## config.mk

```make
export PLATFORM = sky130hd
export DESIGN_NAME = vga_frame_analyzer
export DESIGN_NICKNAME = d
export VERILOG_FILES = /design/src/rtl/vga_frame_analyzer.sv
export SDC_FILE = /design/constraint.sdc
export NUM_CORES = 1
export LEC_CHECK = 0
export ABC_AREA = 1
export BUFFER_PORTS_ARGS = -buffer_cell sky130_fd_sc_hd__buf_2
export CORE_ASPECT_RATIO = 1.75
export CORE_MARGIN = 2
export CORE_UTILIZATION = 30
export CTS_BUF_LIST = sky130_fd_sc_hd__clkbuf_8
export DETAILED_ROUTE_END_ITERATION = 7
export HOLD_SLACK_MARGIN = 0.12
export PLACE_DENSITY = 0.53
export SLEW_MARGIN = 0
export SYNTH_ARGS = -nofsm -noshare
export SYNTH_HDL_FRONTEND = slang
export SYNTH_SLANG_ARGS = --single-unit
```

## constraint.sdc

```tcl
create_clock -name clk_i -period 6.23 [get_ports clk_i]
set_input_delay 0.9345 -clock clk_i [delete_from_list [all_inputs] [get_ports clk_i]]
set_output_delay 0.9345 -clock clk_i [all_outputs]
set_load 0.005 [all_outputs]
```

## src/rtl/vga_frame_analyzer.sv

```systemverilog
// Sink-side VGA stream analyzer: measures line/frame timing, checks active-line
// consistency and lock, reconstructs pixel coordinates and samples a probe pixel.
module vga_frame_analyzer #(
  parameter int unsigned PIX_WIDTH = 12,
  parameter bit          HS_POL    = 1'b0,
  parameter bit          VS_POL    = 1'b0
) (
  input  logic                 clk_i,
  input  logic                 rst_i,
  input  logic                 vga_hs_i,
  input  logic                 vga_vs_i,
  input  logic                 vga_de_i,
  input  logic [23:0]          vga_rgb_i,
  input  logic [PIX_WIDTH-1:0] probe_x_i,
  input  logic [PIX_WIDTH-1:0] probe_y_i,
  output logic [PIX_WIDTH-1:0] pix_x_o,
  output logic [PIX_WIDTH-1:0] pix_y_o,
  output logic [PIX_WIDTH-1:0] h_total_o,
  output logic [PIX_WIDTH-1:0] h_disp_o,
  output logic [PIX_WIDTH-1:0] v_total_o,
  output logic [PIX_WIDTH-1:0] v_disp_o,
  output logic                 meas_valid_o,
  output logic                 line_err_o,
  output logic                 locked_o,
  output logic [23:0]          probe_rgb_o,
  output logic                 probe_hit_o
);

  localparam logic [PIX_WIDTH-1:0] MAX    = '1;
  localparam logic [PIX_WIDTH-1:0] MAX_M1 = MAX - 1'b1;

  function automatic logic [PIX_WIDTH-1:0] sat_inc(input logic [PIX_WIDTH-1:0] v);
    return (v == MAX) ? v : v + 1'b1;
  endfunction

  logic                 hs1_q, vs1_q, de1_q, hs2_q, vs2_q, de2_q;
  logic [23:0]          rgb1_q;
  logic [PIX_WIDTH-1:0] h_cnt_q, line_len_q, de_cnt_q, line_cnt_q, act_lines_q, frame_hdisp_q;
  logic                 frame_err_q, started_q, prev_ok_q;
  logic [PIX_WIDTH-1:0] h_total_q, h_disp_q, v_total_q, v_disp_q, pix_x_q, pix_y_q;
  logic                 meas_valid_q, line_err_q, locked_q, probe_hit_q;
  logic [23:0]          probe_rgb_q;

  logic                 hs_lead, vs_lead, de_rise, de_fall, pin_vs_lead, pin_de_fall;
  logic [PIX_WIDTH-1:0] line_len_d, h_total_d;
  logic                 frame_err_d, locked_d, probe_match;

  assign hs_lead     = (hs1_q == HS_POL) && (hs2_q != HS_POL);
  assign vs_lead     = (vs1_q == VS_POL) && (vs2_q != VS_POL);
  assign de_rise     = de1_q && !de2_q;
  assign de_fall     = !de1_q && de2_q;
  // Coordinates are derived one stage earlier (pins vs s1) so they line up with s1 RGB.
  assign pin_vs_lead = (vga_vs_i == VS_POL) && (vs1_q != VS_POL);
  assign pin_de_fall = !vga_de_i && de1_q;

  assign line_len_d  = sat_inc(h_cnt_q);
  assign h_total_d   = hs_lead ? line_len_d : line_len_q;

  // Saturation is flagged on the cycle a counter reaches its ceiling, so a stalled
  // sync marks only the frame in which it happened.
  assign frame_err_d = frame_err_q
                     || (!hs_lead && (h_cnt_q == MAX_M1))
                     || (hs_lead && (line_cnt_q == MAX_M1))
                     || (de_fall && (act_lines_q != '0) && (de_cnt_q != frame_hdisp_q));

  assign locked_d    = prev_ok_q && !frame_err_d
                     && (h_total_d == h_total_q) && (frame_hdisp_q == h_disp_q)
                     && (line_cnt_q == v_total_q) && (act_lines_q == v_disp_q);

  assign probe_match = de1_q && (pix_x_q == probe_x_i) && (pix_y_q == probe_y_i);

  always_ff @(posedge clk_i or posedge rst_i) begin
    if (rst_i) begin
      hs1_q <= 1'b0; vs1_q <= 1'b0; de1_q <= 1'b0;
      hs2_q <= 1'b0; vs2_q <= 1'b0; de2_q <= 1'b0;
      rgb1_q <= '0;
    end else begin
      hs1_q <= vga_hs_i; vs1_q <= vga_vs_i; de1_q <= vga_de_i;
      hs2_q <= hs1_q;    vs2_q <= vs1_q;    de2_q <= de1_q;
      rgb1_q <= vga_rgb_i;
    end
  end

  always_ff @(posedge clk_i or posedge rst_i) begin
    if (rst_i) begin
      h_cnt_q <= '0; line_len_q <= '0; de_cnt_q <= '0;
      line_cnt_q <= '0; act_lines_q <= '0; frame_hdisp_q <= '0;
      frame_err_q <= 1'b0; started_q <= 1'b0; prev_ok_q <= 1'b0;
      h_total_q <= '0; h_disp_q <= '0; v_total_q <= '0; v_disp_q <= '0;
      meas_valid_q <= 1'b0; line_err_q <= 1'b0; locked_q <= 1'b0;
    end else begin
      h_cnt_q <= hs_lead ? '0 : sat_inc(h_cnt_q);
      if (hs_lead) line_len_q <= line_len_d;
      if (de_rise) de_cnt_q <= PIX_WIDTH'(1);
      else if (de1_q) de_cnt_q <= sat_inc(de_cnt_q);
      meas_valid_q <= 1'b0;
      if (vs_lead) begin
        started_q <= 1'b1;
        if (started_q) begin
          h_total_q    <= h_total_d;
          h_disp_q     <= frame_hdisp_q;
          v_total_q    <= line_cnt_q;
          v_disp_q     <= act_lines_q;
          line_err_q   <= frame_err_d;
          locked_q     <= locked_d;
          prev_ok_q    <= !frame_err_d;
          meas_valid_q <= 1'b1;
        end
        line_cnt_q <= '0; act_lines_q <= '0; frame_hdisp_q <= '0; frame_err_q <= 1'b0;
      end else begin
        if (hs_lead) line_cnt_q <= sat_inc(line_cnt_q);
        if (de_fall) begin
          act_lines_q <= sat_inc(act_lines_q);
          if (act_lines_q == '0) frame_hdisp_q <= de_cnt_q;
        end
        frame_err_q <= frame_err_d;
      end
    end
  end

  always_ff @(posedge clk_i or posedge rst_i) begin
    if (rst_i) begin
      pix_x_q <= '0; pix_y_q <= '0; probe_rgb_q <= '0; probe_hit_q <= 1'b0;
    end else begin
      if (vga_de_i) pix_x_q <= de1_q ? sat_inc(pix_x_q) : '0;
      if (pin_vs_lead) pix_y_q <= '0;
      else if (pin_de_fall) pix_y_q <= sat_inc(pix_y_q);
      probe_hit_q <= probe_match;
      if (probe_match) probe_rgb_q <= rgb1_q;
    end
  end

  assign pix_x_o      = pix_x_q;
  assign pix_y_o      = pix_y_q;
  assign h_total_o    = h_total_q;
  assign h_disp_o     = h_disp_q;
  assign v_total_o    = v_total_q;
  assign v_disp_o     = v_disp_q;
  assign meas_valid_o = meas_valid_q;
  assign line_err_o   = line_err_q;
  assign locked_o     = locked_q;
  assign probe_rgb_o  = probe_rgb_q;
  assign probe_hit_o  = probe_hit_q;

endmodule

```

Yosys cells after proc, flatten, opt, wreduce, memory -nomap -nowiden
Cells that the tools add are included.
W data, S select, Z words.

word-level totals
  register bits = 205
  logic and storage cells = 118

cells by class
  reduce and logical (&&, ||, !) cells = 39
  bitwise operators = 3
  equality and inequality tests = 20
  muxes and demuxes = 23
  add/subtract/negate cells = 6

operators with widths
  kind                     count
  $mux W12                 20
  $eq A12 B12 Y1 const B   8
  $add A12 B1 Y12 const B  6
  $eq A12 B12 Y1           6
  $logic_and A1 B1 Y1      17
  $reduce_and A2 Y1        7
  $logic_not A12 Y1        1
  $ne A12 B12 Y1           1
  $reduce_bool A12 Y1      1
  $ne A2 B2 Y1 const B     5
  $reduce_bool A2 Y1       5
  $logic_not A1 Y1         5
  $logic_or A1 B1 Y1       3
  $mux W1                  3
  $not A1 Y1               3

Logic depth before layout (Yosys ltp)
  depth after elaboration = 13
  mapped depth = 14

Least setup slack after synthesis
OpenSTA, ideal clock, no wires.

  kind = in2reg
  start point = in probe_y_i[4]
  end point = reg probe_rgb_q[0], in the netlist probe_rgb_o[0]
  required time = 6.105 ns
  stages on the path = 7
  setup slack = 3.956 ns
  setup time = 0.125 ns
  buffers on the path = 1
  data arrival time = 2.149 ns
  cells stage by stage = xnor2_1 > nand3_1 > nor4_1 > nand3_1 > nor2_4 > buf_12 > mux2_4

on the way
  cells in the longest elaborated chain, start to end = 2

ends and longest elaborated chain
  element               line  source
  from (decl)           15    input logic [PIX_WIDTH-1:0] probe_y_i,
  $eq A12 B12 Y1        70    assign probe_match = de1_q && (pix_x_q == probe_x_i) && (pix_y_q == probe_y_i);
  $logic_and A1 B1 Y1   70
  to (signal assigned)  129   if (probe_match) probe_rgb_q <= rgb1_q;
  to (decl)             42    logic [23:0] probe_rgb_q;

No other way between the ends.
A chain may end at the register's enable or synchronous reset.

Worst setup path in the final report
  start point = reg pix_y_q[10], in the netlist pix_y_o[10]
  end point = reg probe_rgb_q[22], in the netlist probe_rgb_o[22]

on the way
  cells in the longest elaborated chain, start to end = 2

ends and longest elaborated chain
  element                 line  source
  from (decl)             40    logic [PIX_WIDTH-1:0] h_total_q, h_disp_q, v_total_q, v_disp_q, pix_x_q, pix_y_q;
  from (signal assigned)  127   else if (pin_de_fall) pix_y_q <= sat_inc(pix_y_q);
  $eq A12 B12 Y1          70
  $logic_and A1 B1 Y1     70

No other way between the ends.

==> flow_summary.ini <==
[logic_synthesis]
synthFlopType = dfrtp_1
yosysUniqueCellTypes = 46
yosysMostFrequentCell = nand2_1
seq_area_frac_synth = 0.5081
avgSynthCellArea_um2 = 8.491
synth_edf_count = 0
yosysTopAreaCellShare = 0.5081
yosysTopAreaCell = dfrtp_1
yosys-top-cells-area = dfrtp_1, nand2_1, inv_1, o21ai_0, nor2_1
synth_warnings = 0
synth.top_cells.by_count = nand2_1, dfrtp_1, inv_1, o21ai_0, nor2_1
syn-instance-count = 1189
ys_ff_latch = 205
syn-num-nets = 1251
netlist_area_mm2 = 0.01010
ys_async_sr_fraction = 1.000

[sta]
clock.fmax_mhz = 378.1
drv_slew = 0
fin_skew_ns = 0.02008
worst_slew_pin_slew_ns = 0.9463
setup_viol = 0
tns_ns = 0
period_minus_slack_ns = 2.645
max_slew_margin = 0.3676
hold_viol_final = 0
min_period_over_period = 0.4246
rsz0062_at_grt = no

[drt]
drt_iter0_drc = 418
wl_per_cell_um = 15.12
ant_nets = 0
vias_per_cell = 4.669
vias = 8371
routed_wl_um = 27100
firstDrtPassIters = 7
drc = 0

[outcome]
status = complete, no violations

[layout]
fin_area_mm2 = 0.01210
syn_to_final_growth_pct = 19.88
layoutNonFillerInstCount = 1793
final_layout_size_suffix_gt1_frac = 0.2163
finalNetCount = 1422

[placement]
place_inst = 1727
dpl.hpwl_um = 19780
io_buffers = 152
placed_area_mm2 = 0.01128
place.gp.congestion = 0.8582

[global_route]
grt_pass1_wl_um = 43900
use_met2 = 0.2960
antenna_found_initial = 1
grt_busiest_layer = met2
grt-ovfl-total = 0
grt_pass1_vias = 8564
gr-usage-met1 = 0.1678
grt_max_degree = 130
grt_usage = 0.1566
met3_usage = 0.02789

[clock_tree]
cts_resized = 0
clk_latency_ns = 0.55
cts_root_buf = clkbuf_8
clk_pin_slew_worst_paths_ns = 0.07
cts_buffers = 36
clock-sinks = 205
cts_max_path_buffers = 3
cts-hold-fix-buffers = 0
cts_setup_buffers = 0
cts_tree = done
h-tree-depth = 2

[floorplan]
die_w_um = 142.7
die_area_mm2 = 0.03520
ios = 153
initial_core_util = 0.3056
chipHeight_um = 246.7
coreArea_mm2 = 0.03303
row_count = 88

[critical_path]
cp-startpoint = pix_y_o[10]
critPathKind = register to register
cp-end-kind = register
cp.required_ns = 6.65
reg2reg_from = pix_y_o[10]
critPathMaxFanout = 24
worstPathArrival_ns = 3.07
start_kind = register

[power_and_ir_drop]
ir_drop_mv = 0.1267
p_per_area_mw_per_mm2 = 271.0
total_power_mw = 3.280
power.leakage_nw = 6.005

[flow_run]
timing.max_cap.violations = 0

[worst_hold_path]
hold_class = register to register
min-delay-start = vs1_q
[cell families after synthesis]
logic type               share of synthesized area
flip-flops                                  0.5081
AO/OA/AOI/OAI                              0.09667
multiplexers                               0.03420
AND/OR/NAND/NOR                             0.2467
XOR/XNOR                                   0.02776
adder cells (fa/ha/maj)                    0.01115
buffers and inverters                      0.07535
[worst max-delay path, stage by stage (launching register included)]
cell     delay [ns]
dfrtp_1        0.45
xnor2_1        0.35
nand3_1        0.12
nor4_1         0.23
nand3_1        0.19
nor2_4         0.75
mux2_2         0.41
[power breakdown]
part | internal (mW) | switching [mW]
Combinational | 0.145 | 0.239
Sequential | 1.41 | 0.0664
Clock | 0.824 | 0.597
Total | 2.38 | 0.903
[area by class of cell]
cell class	instances	area [um^2]
Inverter	167	630.6
Tap cell	405	506.7
Sequential cell	205	5130
Fill cell	3458	20930
Clock inverter	20	202.7
Timing Repair Buffer	156	803.3
Multi-Input combinational cell	794	4208
Antenna cell	1	2.502
Clock buffer	45	619.3
[through the flow]
step | hold WS, ns | util | setup WS [ns]
after global placement | 0.4094 | 0.3414 | 3.112
after global routing | 0.4484 | 0.3664 | 3.433
final | 0.4195 | 0.3664 | 3.585
after CTS | 0.4260 | 0.3663 | 3.591
after floorplan | 0.3487 | - | 2.637
after detailed placement | 0.4079 | 0.3414 | 3.061
[final timing paths]
check / end / slack [ns] / cells past startpoint
hold / removal: vs2_q / 0.42 / 0
hold reg to reg: vs2_q / 0.42 / 0
setup / recovery: probe_rgb_o[22] / 3.58 / 6
min in group asynchronous: pix_y_o[8] / 0.52 / 2
setup reg to reg: probe_rgb_o[22] / 3.58 / 6
max in group asynchronous: h_disp_o[1] / 4.50 / 3
[cells in the final DEF (no fill, tap or decap), drive strengths merged]
cell type | Yosys | layout
o21a | 5 | 5
o22ai | 14 | 14
a21boi | 1 | 1
nor2 | 103 | 103
a221oi | 3 | 3
nor4 | 6 | 6
buf | 11 | 156
nor3b | 6 | 6
inv | 165 | 170
nand2 | 302 | 302
nand4 | 19 | 19
o21ai | 106 | 106
nor3 | 25 | 25
bufinv | 0 | 4
a21oi | 36 | 36
a31oi | 5 | 5
mux2 | 24 | 24
diode | 0 | 1
nand3 | 62 | 62
xnor2 | 15 | 15
a211oi | 5 | 5
o21bai | 1 | 1
o211ai | 1 | 1
clkinv | 2 | 8
or2 | 17 | 17
nor4b | 1 | 1
clkbuf | 12 | 45
xor2 | 17 | 17
ha | 9 | 9
clkinvlp | 0 | 5
and3 | 1 | 1
dfrtp | 205 | 205
nand3b | 10 | 10
[routing by layer]
| metal | vias up | wire (um) |
|---|---|---|
| met2 | 151 | 15040 |
| met5 | - | 0 |
| met3 | 60 | 981 |
| met4 | 0 | 1010 |
| li1 | 4178 | - |
| met1 | 3982 | 10070 |
Note: power is estimated with default switching activity, not from simulation.
